===== src/rtl/apb_btn_event_pkg.sv =====
// Shared definitions for the APB button event block.
// Holds the register offsets, the STATUS/CLEAR/EVENT bit positions, the
// decoded register-select enum and the address decode helper.
package apb_btn_event_pkg;

    // Register byte offsets.
    localparam logic [31:0] OFF_STATUS = 32'h0;
    localparam logic [31:0] OFF_CLEAR  = 32'h4;
    localparam logic [31:0] OFF_EVENT  = 32'h8;
    localparam logic [31:0] OFF_COUNT  = 32'hC;

    // STATUS field positions.
    localparam int STAT_EMPTY_BIT = 8;
    localparam int STAT_FULL_BIT  = 9;
    localparam int STAT_OVF_BIT   = 10;
    localparam int STAT_COUNT_LSB = 16;
    localparam int STAT_COUNT_W   = 4;

    // CLEAR: bit that clears the overflow flag.
    localparam int CLR_OVF_BIT = 8;

    // EVENT: valid flag position.
    localparam int EVT_VALID_BIT = 31;

    // COUNT: four 8-bit counter fields, button 0 in the low byte.
    localparam int CNT_FIELD_W = 8;
    localparam int CNT_FIELDS  = 4;

    typedef enum logic [2:0] {
        REG_STATUS,
        REG_CLEAR,
        REG_EVENT,
        REG_COUNT,
        REG_NONE
    } reg_e;

    function automatic reg_e decode_addr(input logic [31:0] addr);
        case (addr)
            OFF_STATUS: return REG_STATUS;
            OFF_CLEAR:  return REG_CLEAR;
            OFF_EVENT:  return REG_EVENT;
            OFF_COUNT:  return REG_COUNT;
            default:    return REG_NONE;
        endcase
    endfunction

endpackage


===== src/rtl/btn_evt_fifo.sv =====
// Synchronous event FIFO holding button indices.
// A push while full is accepted when a pop happens in the same cycle.
// Ports:
//   clk, reset   clock and synchronous active-low reset
//   push/wr_data write request and button index
//   pop          read request (ignored when empty)
//   rd_data      head entry (valid when !empty)
//   full, empty  occupancy flags
//   count        number of stored entries, 0..DEPTH
module btn_evt_fifo #(
    parameter int WIDTH = 2,
    parameter int DEPTH = 8
) (
    input  logic                     clk,
    input  logic                     reset,
    input  logic                     push,
    input  logic [WIDTH-1:0]         wr_data,
    input  logic                     pop,
    output logic [WIDTH-1:0]         rd_data,
    output logic                     full,
    output logic                     empty,
    output logic [$clog2(DEPTH):0]   count
);

    localparam int AW    = $clog2(DEPTH);
    localparam int CNT_W = AW + 1;

    logic [WIDTH-1:0] mem [DEPTH];
    logic [AW-1:0]    wr_ptr;
    logic [AW-1:0]    rd_ptr;
    logic             do_push;
    logic             do_pop;

    assign full    = (count == CNT_W'(DEPTH));
    assign empty   = (count == '0);
    assign do_pop  = pop & ~empty;
    // When full, the slot being vacated by the pop is the one written.
    assign do_push = push & (~full | do_pop);
    assign rd_data = mem[rd_ptr];

    // NOTE: sequential state uses non-blocking (<=) so every register samples
    // the pre-edge values; blocking here would create order-dependent races.
    always_ff @(posedge clk) begin
        if (!reset) begin
            wr_ptr <= '0;
            rd_ptr <= '0;
            count  <= '0;
        end else begin
            if (do_push) wr_ptr <= wr_ptr + AW'(1);
            if (do_pop)  rd_ptr <= rd_ptr + AW'(1);
            case ({do_push, do_pop})
                2'b10:   count <= count + CNT_W'(1);
                2'b01:   count <= count - CNT_W'(1);
                default: count <= count;
            endcase
        end
    end

    // NOTE: storage is deliberately not reset; the pointers and count define
    // which entries are valid, and leaving it out keeps it a plain RAM.
    always_ff @(posedge clk) begin
        if (do_push) mem[wr_ptr] <= wr_data;
    end

endmodule


===== src/rtl/apb_btn_event.sv =====
// APB slave collecting single-cycle button press pulses.
// Per button: sticky pending flag, 8-bit wrapping press counter and a
// one-deep stage feeding an ordered event FIFO; o_irq = |pending.
// Ports:
//   clk, reset          clock and synchronous active-low reset
//   i_btn               press pulses, one clk wide, synchronous to clk
//   PADDR/PSEL/PENABLE  APB address and handshake
//   PWRITE/PWDATA       APB write control and data
//   PRDATA              registered read data, loaded in the setup phase
//   PREADY              high in the cycle after setup (zero wait states)
//   o_irq               level interrupt, any pending flag set
module apb_btn_event
    import apb_btn_event_pkg::*;
#(
    parameter int NUM_BTN    = 4,
    parameter int FIFO_DEPTH = 8,
    parameter int ADDR_W     = 4
) (
    input  logic               clk,
    input  logic               reset,
    input  logic [NUM_BTN-1:0] i_btn,
    input  logic [ADDR_W-1:0]  PADDR,
    input  logic               PSEL,
    input  logic               PENABLE,
    input  logic               PWRITE,
    input  logic [31:0]        PWDATA,
    output logic [31:0]        PRDATA,
    output logic               PREADY,
    output logic               o_irq
);

    localparam int IDX_W      = (NUM_BTN > 1) ? $clog2(NUM_BTN) : 1;
    localparam int FCNT_W     = $clog2(FIFO_DEPTH) + 1;
    localparam int NUM_FIELDS = (NUM_BTN < CNT_FIELDS) ? NUM_BTN : CNT_FIELDS;

    logic [NUM_BTN-1:0]     pending;
    logic [NUM_BTN-1:0]     stage;
    logic [CNT_FIELD_W-1:0] cnt [NUM_BTN];
    logic                   overflow;
    logic                   pop_armed;

    reg_e                   sel;
    logic                   setup;
    logic                   access;
    logic                   wr_clear;
    logic                   wr_count;

    logic                   fifo_push;
    logic                   fifo_pop;
    logic                   fifo_full;
    logic                   fifo_empty;
    logic [IDX_W-1:0]       fifo_head;
    logic [IDX_W-1:0]       push_idx;
    logic [FCNT_W-1:0]      fifo_count;

    logic [NUM_BTN-1:0]     drain_src;
    logic [NUM_BTN-1:0]     drain_onehot;
    logic [NUM_BTN-1:0]     stage_drained;
    logic [NUM_BTN-1:0]     bypass_drained;
    logic [NUM_BTN-1:0]     stage_rem;
    logic [NUM_BTN-1:0]     lost;
    logic [31:0]            rdata;

    logic                   unused_pwdata;
    assign unused_pwdata = ^PWDATA;

    assign sel      = decode_addr(32'(PADDR));
    assign setup    = PSEL & ~PENABLE;
    assign access   = PSEL & PENABLE & PREADY;
    assign wr_clear = access & PWRITE & (sel == REG_CLEAR);
    assign wr_count = access & PWRITE & (sel == REG_COUNT);
    // Pop only if the setup phase actually returned a valid entry; an entry
    // arriving between setup and access must not be consumed unseen.
    assign fifo_pop = access & ~PWRITE & (sel == REG_EVENT) & pop_armed;
    assign o_irq    = |pending;

    // Priority drain: the lowest-index staged button goes to the FIFO. With
    // nothing staged, a fresh press bypasses the stage for 1-cycle latency.
    // NOTE: every always_comb output gets a default first so no path leaves
    // it unassigned, which would otherwise infer a latch.
    always_comb begin
        drain_src    = (stage != '0) ? stage : i_btn;
        drain_onehot = drain_src & (~drain_src + NUM_BTN'(1));
        push_idx     = '0;
        for (int b = NUM_BTN - 1; b >= 0; b--) begin
            if (drain_src[b]) push_idx = IDX_W'(b);
        end
        fifo_push      = (|drain_src) & (~fifo_full | fifo_pop);
        stage_drained  = (fifo_push && stage != '0) ? drain_onehot : '0;
        bypass_drained = (fifo_push && stage == '0) ? drain_onehot : '0;
        stage_rem      = stage & ~stage_drained;
        // A press only loses an event if its staged predecessor is still waiting.
        lost           = i_btn & stage_rem;
    end

    always_comb begin
        rdata = '0;
        case (sel)
            REG_STATUS: begin
                rdata[NUM_BTN-1:0]                       = pending;
                rdata[STAT_EMPTY_BIT]                    = fifo_empty;
                rdata[STAT_FULL_BIT]                     = fifo_full;
                rdata[STAT_OVF_BIT]                      = overflow;
                rdata[STAT_COUNT_LSB +: STAT_COUNT_W]    = STAT_COUNT_W'(fifo_count);
            end
            REG_EVENT: begin
                if (!fifo_empty) begin
                    rdata[EVT_VALID_BIT] = 1'b1;
                    rdata[IDX_W-1:0]     = fifo_head;
                end
            end
            REG_COUNT: begin
                for (int i = 0; i < NUM_FIELDS; i++) begin
                    rdata[i*CNT_FIELD_W +: CNT_FIELD_W] = cnt[i];
                end
            end
            default: rdata = '0;
        endcase
    end

    always_ff @(posedge clk) begin
        if (!reset) begin
            PREADY    <= 1'b0;
            PRDATA    <= '0;
            pop_armed <= 1'b0;
            pending   <= '0;
            stage     <= '0;
            overflow  <= 1'b0;
            for (int b = 0; b < NUM_BTN; b++) cnt[b] <= '0;
        end else begin
            PREADY <= setup;
            if (setup) begin
                PRDATA    <= PWRITE ? '0 : rdata;
                pop_armed <= ~PWRITE & (sel == REG_EVENT) & ~fifo_empty;
            end
            // Presses are OR-ed in after the clear, so a new press wins.
            pending <= (wr_clear ? (pending & ~PWDATA[NUM_BTN-1:0]) : pending) | i_btn;
            for (int b = 0; b < NUM_BTN; b++) begin
                if (i_btn[b])     cnt[b] <= (wr_count ? '0 : cnt[b]) + CNT_FIELD_W'(1);
                else if (wr_count) cnt[b] <= '0;
            end
            stage    <= stage_rem | (i_btn & ~bypass_drained);
            overflow <= (overflow & ~(wr_clear & PWDATA[CLR_OVF_BIT])) | (|lost);
        end
    end

    btn_evt_fifo #(
        .WIDTH (IDX_W),
        .DEPTH (FIFO_DEPTH)
    ) u_fifo (
        .clk     (clk),
        .reset   (reset),
        .push    (fifo_push),
        .wr_data (push_idx),
        .pop     (fifo_pop),
        .rd_data (fifo_head),
        .full    (fifo_full),
        .empty   (fifo_empty),
        .count   (fifo_count)
    );

endmodule

===== config.mk =====
export PLATFORM = sky130hd
export DESIGN_NAME = apb_btn_event
export DESIGN_NICKNAME = d
export VERILOG_FILES = /design/src/rtl/apb_btn_event_pkg.sv /design/src/rtl/btn_evt_fifo.sv /design/src/rtl/apb_btn_event.sv
export SDC_FILE = /design/constraint.sdc
export NUM_CORES = 1
export LEC_CHECK = 0
export ABC_AREA = 0
export BUFFER_PORTS_ARGS = -buffer_cell sky130_fd_sc_hd__clkbuf_2
export CORE_ASPECT_RATIO = 1.2
export CORE_MARGIN = 5
export CORE_UTILIZATION = 25
export CTS_CLUSTER_SIZE = 20
export DETAILED_ROUTE_END_ITERATION = 8
export GPL_ROUTABILITY_DRIVEN = 1
export GPL_TIMING_DRIVEN = 0
export SYNTH_ARGS = -nofsm -noshare
export SYNTH_HDL_FRONTEND = slang
export SYNTH_SLANG_ARGS = --single-unit
export TNS_END_PERCENT = 30

===== constraint.sdc =====
create_clock -name clk -period 3.45 [get_ports clk]
set_input_delay 0.5175 -clock clk [delete_from_list [all_inputs] [get_ports clk]]
set_output_delay 0.5175 -clock clk [all_outputs]
set_load 0.02 [all_outputs]

==> results of run 1 <==
through the flow:
step	utilization [%]	hold slack [ns]	area, um^2	cells
floorplan	-	0.449	4760	461
global route	29.8	0.481	5600	779
detailed placement	28.3	0.453	5310	763
finish	29.8	0.459	5600	779
global placement	28.3	0.444	5310	763
CTS	29.8	0.464	5600	779
worst paths after layout:
kind | to | slack [ns]
worst min-delay path | PRDATA[9] | 0.46
worst max-delay path | u_fifo.count[2] | 0.38
worst min register to register | PRDATA[9] | 0.46
worst max register to register | u_fifo.count[2] | 0.38
where the power goes:
group / total (mW) / internal [mW] / switching [mW]
clock: 0.991 / 0.505 / 0.486
sequential: 1.41 / 1.36 / 0.0502
combinational: 0.232 / 0.0863 / 0.145
logic make-up (layout without fill, tap and decap cells):
kind of cell    after synthesis  after routing  share of synthesized area, %
compound gates               91             91                          13.0
xor+xnor                     28             28                          5.15
fa+ha+maj                     9              9                          2.36
buf+inv                      29             91                          2.52
flops                       104            104                          53.8
mux                          10             10                          3.21
simple gates                190            190                          20.0
tightest hold or removal path, stage by stage, from the launching register on:
cell and delay [ns]:
dfxtp_1 0.31, nand2_1 0.05, a21oi_1 0.05
sequential cells by signal (all words and copies together), names as in the netlist, named ones only:
signal	count
PRDATA	32
cnt	32
u_fifo.mem	16
pending	4
stage	4
u_fifo.count	4
u_fifo.rd_ptr	3
u_fifo.wr_ptr	3
PREADY	1
overflow	1
pop_armed	1
area by class of cell:
cell class              instances  area share [%]
flip-flops and latches        104            45.8
multi-input cells             328            37.1
well taps                     256            5.72
repair buffers                 46            4.11
clock buffers                   9            4.02
plain buffers                  24            1.81
clock inverters                 7            1.12
inverters                       5           0.335
per-layer routing:
layer  global-route usage (%)  up-vias
met1                     13.7     1711
met2                     18.3       63
met4                     3.99        2
li1                         -     1794
met3                     2.55       19
met5                        0        -
cell usage in the layout, fill, tap and decap left out, types with 5 or more instances in the layout:
cell	instances
dfxtp_1	56
ha_1	9
and3_1	15
nand2_1	25
clkbuf_1	20
a22oi_1	32
and2_1	8
nor2_1	71
clkbuf_2	47
nand2b_1	9
clkbuf_16	9
xor2_1	25
nor3_1	5
a21oi_1	22
nand3_1	34
o21ai_0	16
edfxtp_1	48
nor4_1	5
==> key figures, run 1 <==
Status
  • Status: finished, final reports clean

Placed design
  • I/O Buffers: 46
  • GP Congestion: 0.794
  • Worst slack, placed: 0.160 ns
  • DP Wirelength: 8.87 mm

Run
  • Max-cap violations: 0

Drt
  • DR WL met2: 5.71 mm
  • Wl on met1: 5.12 mm
  • Post-route antenna net violation count: 0
  • 1st-pass router iterations: 4
  • Max Used Layer: met5
  • Wire per inst: 15.1 um
  • DRC: 0
  • Vias/cell: 4.61
  • Vias: 3589
  • Routed met3 length: 584 um
  • Total Wirelength: 11.8 mm
  • Initial DRC count: 214

Min path
  • Cells on Worst Hold Path: 2
  • Hold Path Class: flop to flop
  • Hold_sp: PRDATA[9]

Power
  • Pwr dens: 470 nW/um^2
  • Total Power: 2.63 mW
  • Leak: 2.08 nW
  • VDD IR-drop max: 0.000329 V

Setup path
  • Crit-path cells: clkbuf_1 > nor4_1 > nor4_4 > ha_1 > xor2_1 > ha_1 > a21oi_1 > xor2_1 > or3_1 > a21oi_1
  • Slowest Stage Delay on Critical Path: 1.01 ns
  • Levels on crit path: 10
  • CP Data Arrival Time: 3.35 ns
  • Register-to-Register Path Depth: 10
  • Worst reg2reg startpoint: u_fifo.count[1]
  • Critical path type: flop to flop
  • Crit. End Element: flop
  • Worst Path Max Fanout: 9
  • Crit-path leading delay family: simple AND/OR/NAND/NOR gates
  • Crit path launch type: flop
  • Slowest library cell on the worst path: nor4_1
  • Buf/Inv on CP: 1
  • WP data required: 3.73 ns
  • Crit path from: u_fifo.count[1]

Logic synthesis
  • Synth Warn #: 0
  • Area contributors post-synth: edfxtp_1, dfxtp_1, nor2_1
  • Synth Cell Area: 4760 um^2
  • Main synth FF type: dfxtp_1
  • Synth area leader: edfxtp_1
  • Synth cell count leaders: nor2_1, dfxtp_1, edfxtp_1, nand3_1, a22oi_1
  • Post-synth top area share: 30.3%
  • Ys async rst share: 0%
  • EDFF count, synth: 48
  • Synthesized area per cell: 10.3 um^2
  • Synth Instances: 461
  • Post-synthesis sequential area ratio: 53.8%
  • Mapped Nets: 515
  • Synth Register Bits: 104
  • Unique masters post-synth: 52
  • Most common cell in the netlist: nor2_1

Finish
  • Layout Nets: 572
  • Synth-to-Final Area Change: 17.6%
  • Multi-input logic area: 2080 um^2
  • FILL cells: 1970
  • N_diodes: 0
  • Reg area: 2560 um^2
  • Layout cell share with drive strength beyond 1: 16.3%

Clocking
  • Cts hold-fix bufs: 0
  • CTS clock-pin slew for the worst setup and hold paths: 0.07 ns
  • Clock Latency Late Sink: 0.35 ns
  • Post-CTS setup buffers: 0
  • TritonCTS clock tree: built
  • Clock Root Buffer: clkbuf_16
  • Clock Sinks: 104
  • Post_cts resized: 0
  • H-tree Lvls: 3
  • Num CTS Buffers: 9
  • Clock Tree Buf Depth: 2

STA
  • FMAX: 326 MHz
  • Slew headroom: 21.6%
  • Worst slew pin tran: 1.17 ns
  • Fin Setup TNS: 0 ns
  • Slew Limit Fails: 0
  • Period minus WS final: 3.07 ns
  • Fin. Hold Viols: 0
  • RSZ-0062 raised after global routing: no
  • Final clock skew: 0.00524 ns
  • Final Worst Setup Slack: 0.382 ns
  • Final period utilization: 88.9%
  • Setup violations, final: 0

Global routing
  • Initial antenna violation count: 1
  • Global-route wire length before repair: 18.8 mm
  • Vias in the first global route: 3523
  • Total track usage: 10.9%
  • Largest net degree at the start of global routing: 20
  • GR Overflow Total: 0

Floorplanning
  • Core Region: 18800 um^2
  • Die height: 161 um
  • # IOs: 79
  • Row count: 55
  • Die W: 136 um
  • Starting Density: 25.3%
  • Die area: 21900 um^2
(Power assumes the default switching activity.)
==> run 2, diff against run 1 <==
Clock period 3.45 ns to 2.6 ns, I/O delays scaled along.
==> key figures, run 2 (synthesized netlist as in run 1, its figures left out) <==
Status
  • Status: finished, final reports clean

Floorplanning
  • Starting Density: 25.3% (unchanged)
  • Die W: 136 um (unchanged)
  • Row count: 55 (unchanged)
  • Die area: 21900 um^2 (unchanged)
  • Die height: 161 um (unchanged)
  • # IOs: 79 (unchanged)
  • Core Region: 18800 um^2 (unchanged)

Finish
  • Layout cell share with drive strength beyond 1: 19.3% (+3.1 points)
  • Commonest non-fill, non-tap cell in the layout: nor2_1
  • Layout Nets: 577 (+0.87%)
  • Top flop regs: PRDATA: 32 flops, cnt: 32 flops, u_fifo.mem: 16 flops
  • Fin cells: 784 (+0.64%)
  • Synth-to-Final Area Change: 20.7%
  • Design area: 5750 um^2 (+2.6%)
  • Highest-count cells in the layout ignoring fill and taps: nor2_1, dfxtp_1, edfxtp_1, clkbuf_2, nand3_1
  • N_diodes: 0 (unchanged)

Clocking
  • TritonCTS clock tree: built
  • Clock Root Buffer: clkbuf_16
  • H-tree Lvls: 3 (unchanged)
  • Clock Latency Late Sink: 0.35 ns (about the same)
  • Clock Sinks: 104 (unchanged)
  • CTS clock-pin slew for the worst setup and hold paths: 0.08 ns (about the same)
  • Clock Tree Buf Depth: 2 (unchanged)
  • Num CTS Buffers: 9 (unchanged)

Drt
  • Total Wirelength: 12.1 mm (+2.7%)
  • Vias: 3652 (+1.8%)
  • 1st-pass router iterations: 5 (+1)
  • Wire per inst: 15.4 um (+2.1%)
  • Post-route antenna net violation count: 0 (unchanged)
  • Vias/cell: 4.66 (+1.1%)
  • Initial DRC count: 280 (+31%)
  • DRC: 0 (unchanged)

STA
  • Slew Limit Fails: 0 (unchanged)
  • WHS: 0.324 ns (-0.136 ns)
  • Fin. Hold Viols: 0 (unchanged)
  • Slew headroom: 31.9% (+10 points)
  • Final period utilization: 94.8%
  • Final Worst Setup Slack: 0.136 ns (-0.247 ns)
  • Final clock skew: 0.00900 ns (+0.00376 ns)
  • Worst slew pin tran: 1.01 ns (-0.152 ns)
  • FMAX: 406 MHz
  • Period minus WS final: 2.46 ns
  • Setup violations, final: 0 (unchanged)

Setup path
  • Crit path launch type: input port
  • Register-to-Register Path Depth: 10 (unchanged)
  • Crit. End Element: flop
  • WP data required: 2.88 ns (-0.85 ns)
  • Worst reg2reg startpoint: u_fifo.count[0]
  • Worst Path Max Fanout: 5 (-4)
  • CP Data Arrival Time: 2.75 ns (-0.60 ns)
  • Critical path type: input port to flop
  • Reg-to-Reg End: u_fifo.count[2]
  • Reg2reg setup slack: 0.23 ns (-0.15 ns)

Min path
  • Hold EP: pending[2]
  • Hold_sp: PWDATA[2]
  • Hold Path Class: input port to flop
  • Cells on Worst Hold Path: 3 (+1)

Placed design
  • DP Wirelength: 9.03 mm (+1.9%)
  • Placed Area: 5350 um^2 (+0.61%)
  • Worst slack, placed: -0.432 ns (-0.593 ns)
  • Placed cell count: 763 (unchanged)
  • I/O Buffers: 46 (unchanged)
  • GP Congestion: 0.803 (+1.1%)

Global routing
  • GR Overflow Total: 0 (unchanged)
  • Initial antenna violation count: 2 (+1)
  • Global-route wire length before repair: 19.6 mm (+4.1%)
  • Total track usage: 11.3% (+0.40 points)
  • Largest net degree at the start of global routing: 21 (+5.0%)
  • Vias in the first global route: 3586 (+1.8%)

Power
  • Leak: 2.13 nW (+2.2%)
  • Pwr dens: 616 nW/um^2 (+31%)
  • VDD IR-drop max: 0.000270 V (-18%)

Run
  • Max-cap violations: 0 (unchanged)
==> run 2: cell types whose count changed in the layout (fill, tap and decap cells not counted), moves of 2 or more <==
cell      previous run  this run
clkbuf_1            20        17
nor4_4               1         3
nor4_1               5         3
clkinv_4             3         1
ha_1                 9         7
inv_6                1         4
buf_4                0         8
==> run 2: where the power goes <==
| group | internal (mW) | switching, mW |
|---|---|---|
| Clock | 0.681 | 0.670 |
| Combinational | 0.122 | 0.187 |
| Sequential | 1.80 | 0.0812 |
| Total | 2.60 | 0.938 |
==> run 2: per-layer routing <==
metal | GRT usage (%) | vias to the layer above | share of wire, %
met1 | 13.6 | 1758 | 41
met3 | 2.59 | 12 | 4.9
met5 | 0 | - | 0.22
met4 | 3.80 | 4 | 1.3
li1 | - | 1806 | -
met2 | 19.9 | 72 | 52
==> run 2: worst max-delay path by stage <==
stage,endpoint,start,slack [ns],depth (start not counted)
6_report,u_fifo.count[2],PADDR[1],0.14,11
5_1_grt,u_fifo.count[2],PADDR[1],-0.002,11
4_1_cts,u_fifo.count[2],u_fifo.count[1],0.0005,9
3_5_place_dp,cnt[0][6],PADDR[1],-0.43,10
3_3_place_gp,cnt[0][6],PADDR[1],-0.42,10
2_1_floorplan,u_fifo.count[2],PADDR[2],-0.06,11
==> run 2: timing repair <==
action	in CTS	in global routing
setup endpoints to repair	4	1
buffers inserted	0	8
gates resized for setup	4	5
pin swaps	1	5
hold buffers	0	0
==> run 2: area by class of cell <==
| type | count | area [um^2] |
|---|---|---|
| Buffer | 21 | 98.8 |
| Clock buffer | 9 | 225 |
| Clock inverter | 7 | 71.3 |
| Fill cell | 1937 | 13000 |
| Inverter | 5 | 18.8 |
| Multi-Input combinational cell | 328 | 2160 |
| Sequential cell | 104 | 2560 |
| Tap cell | 256 | 320 |
| Timing Repair Buffer | 54 | 290 |
==> run 2: critical path: stages <==
cell,delay (ns)
clkbuf_2,0.14
or4b_4,0.59
o31ai_4,0.36
nand2_2,0.15
ha_4,0.19
xor2_1,0.13
ha_2,0.19
a21oi_2,0.03
xor2_1,0.15
or3_1,0.31
a21oi_1,0.11
==> run 2: per-stage QoR <==
stage                     util [%]  setup TNS [ns]  power [mW]
after floorplan                  -          -0.112        2.11
after global placement        28.5           -3.85        2.21
after detailed placement      28.5           -3.81        2.22
after CTS                     30.1               0        3.58
after global routing          30.6        -0.00195        3.71
final                         30.6               0        3.54
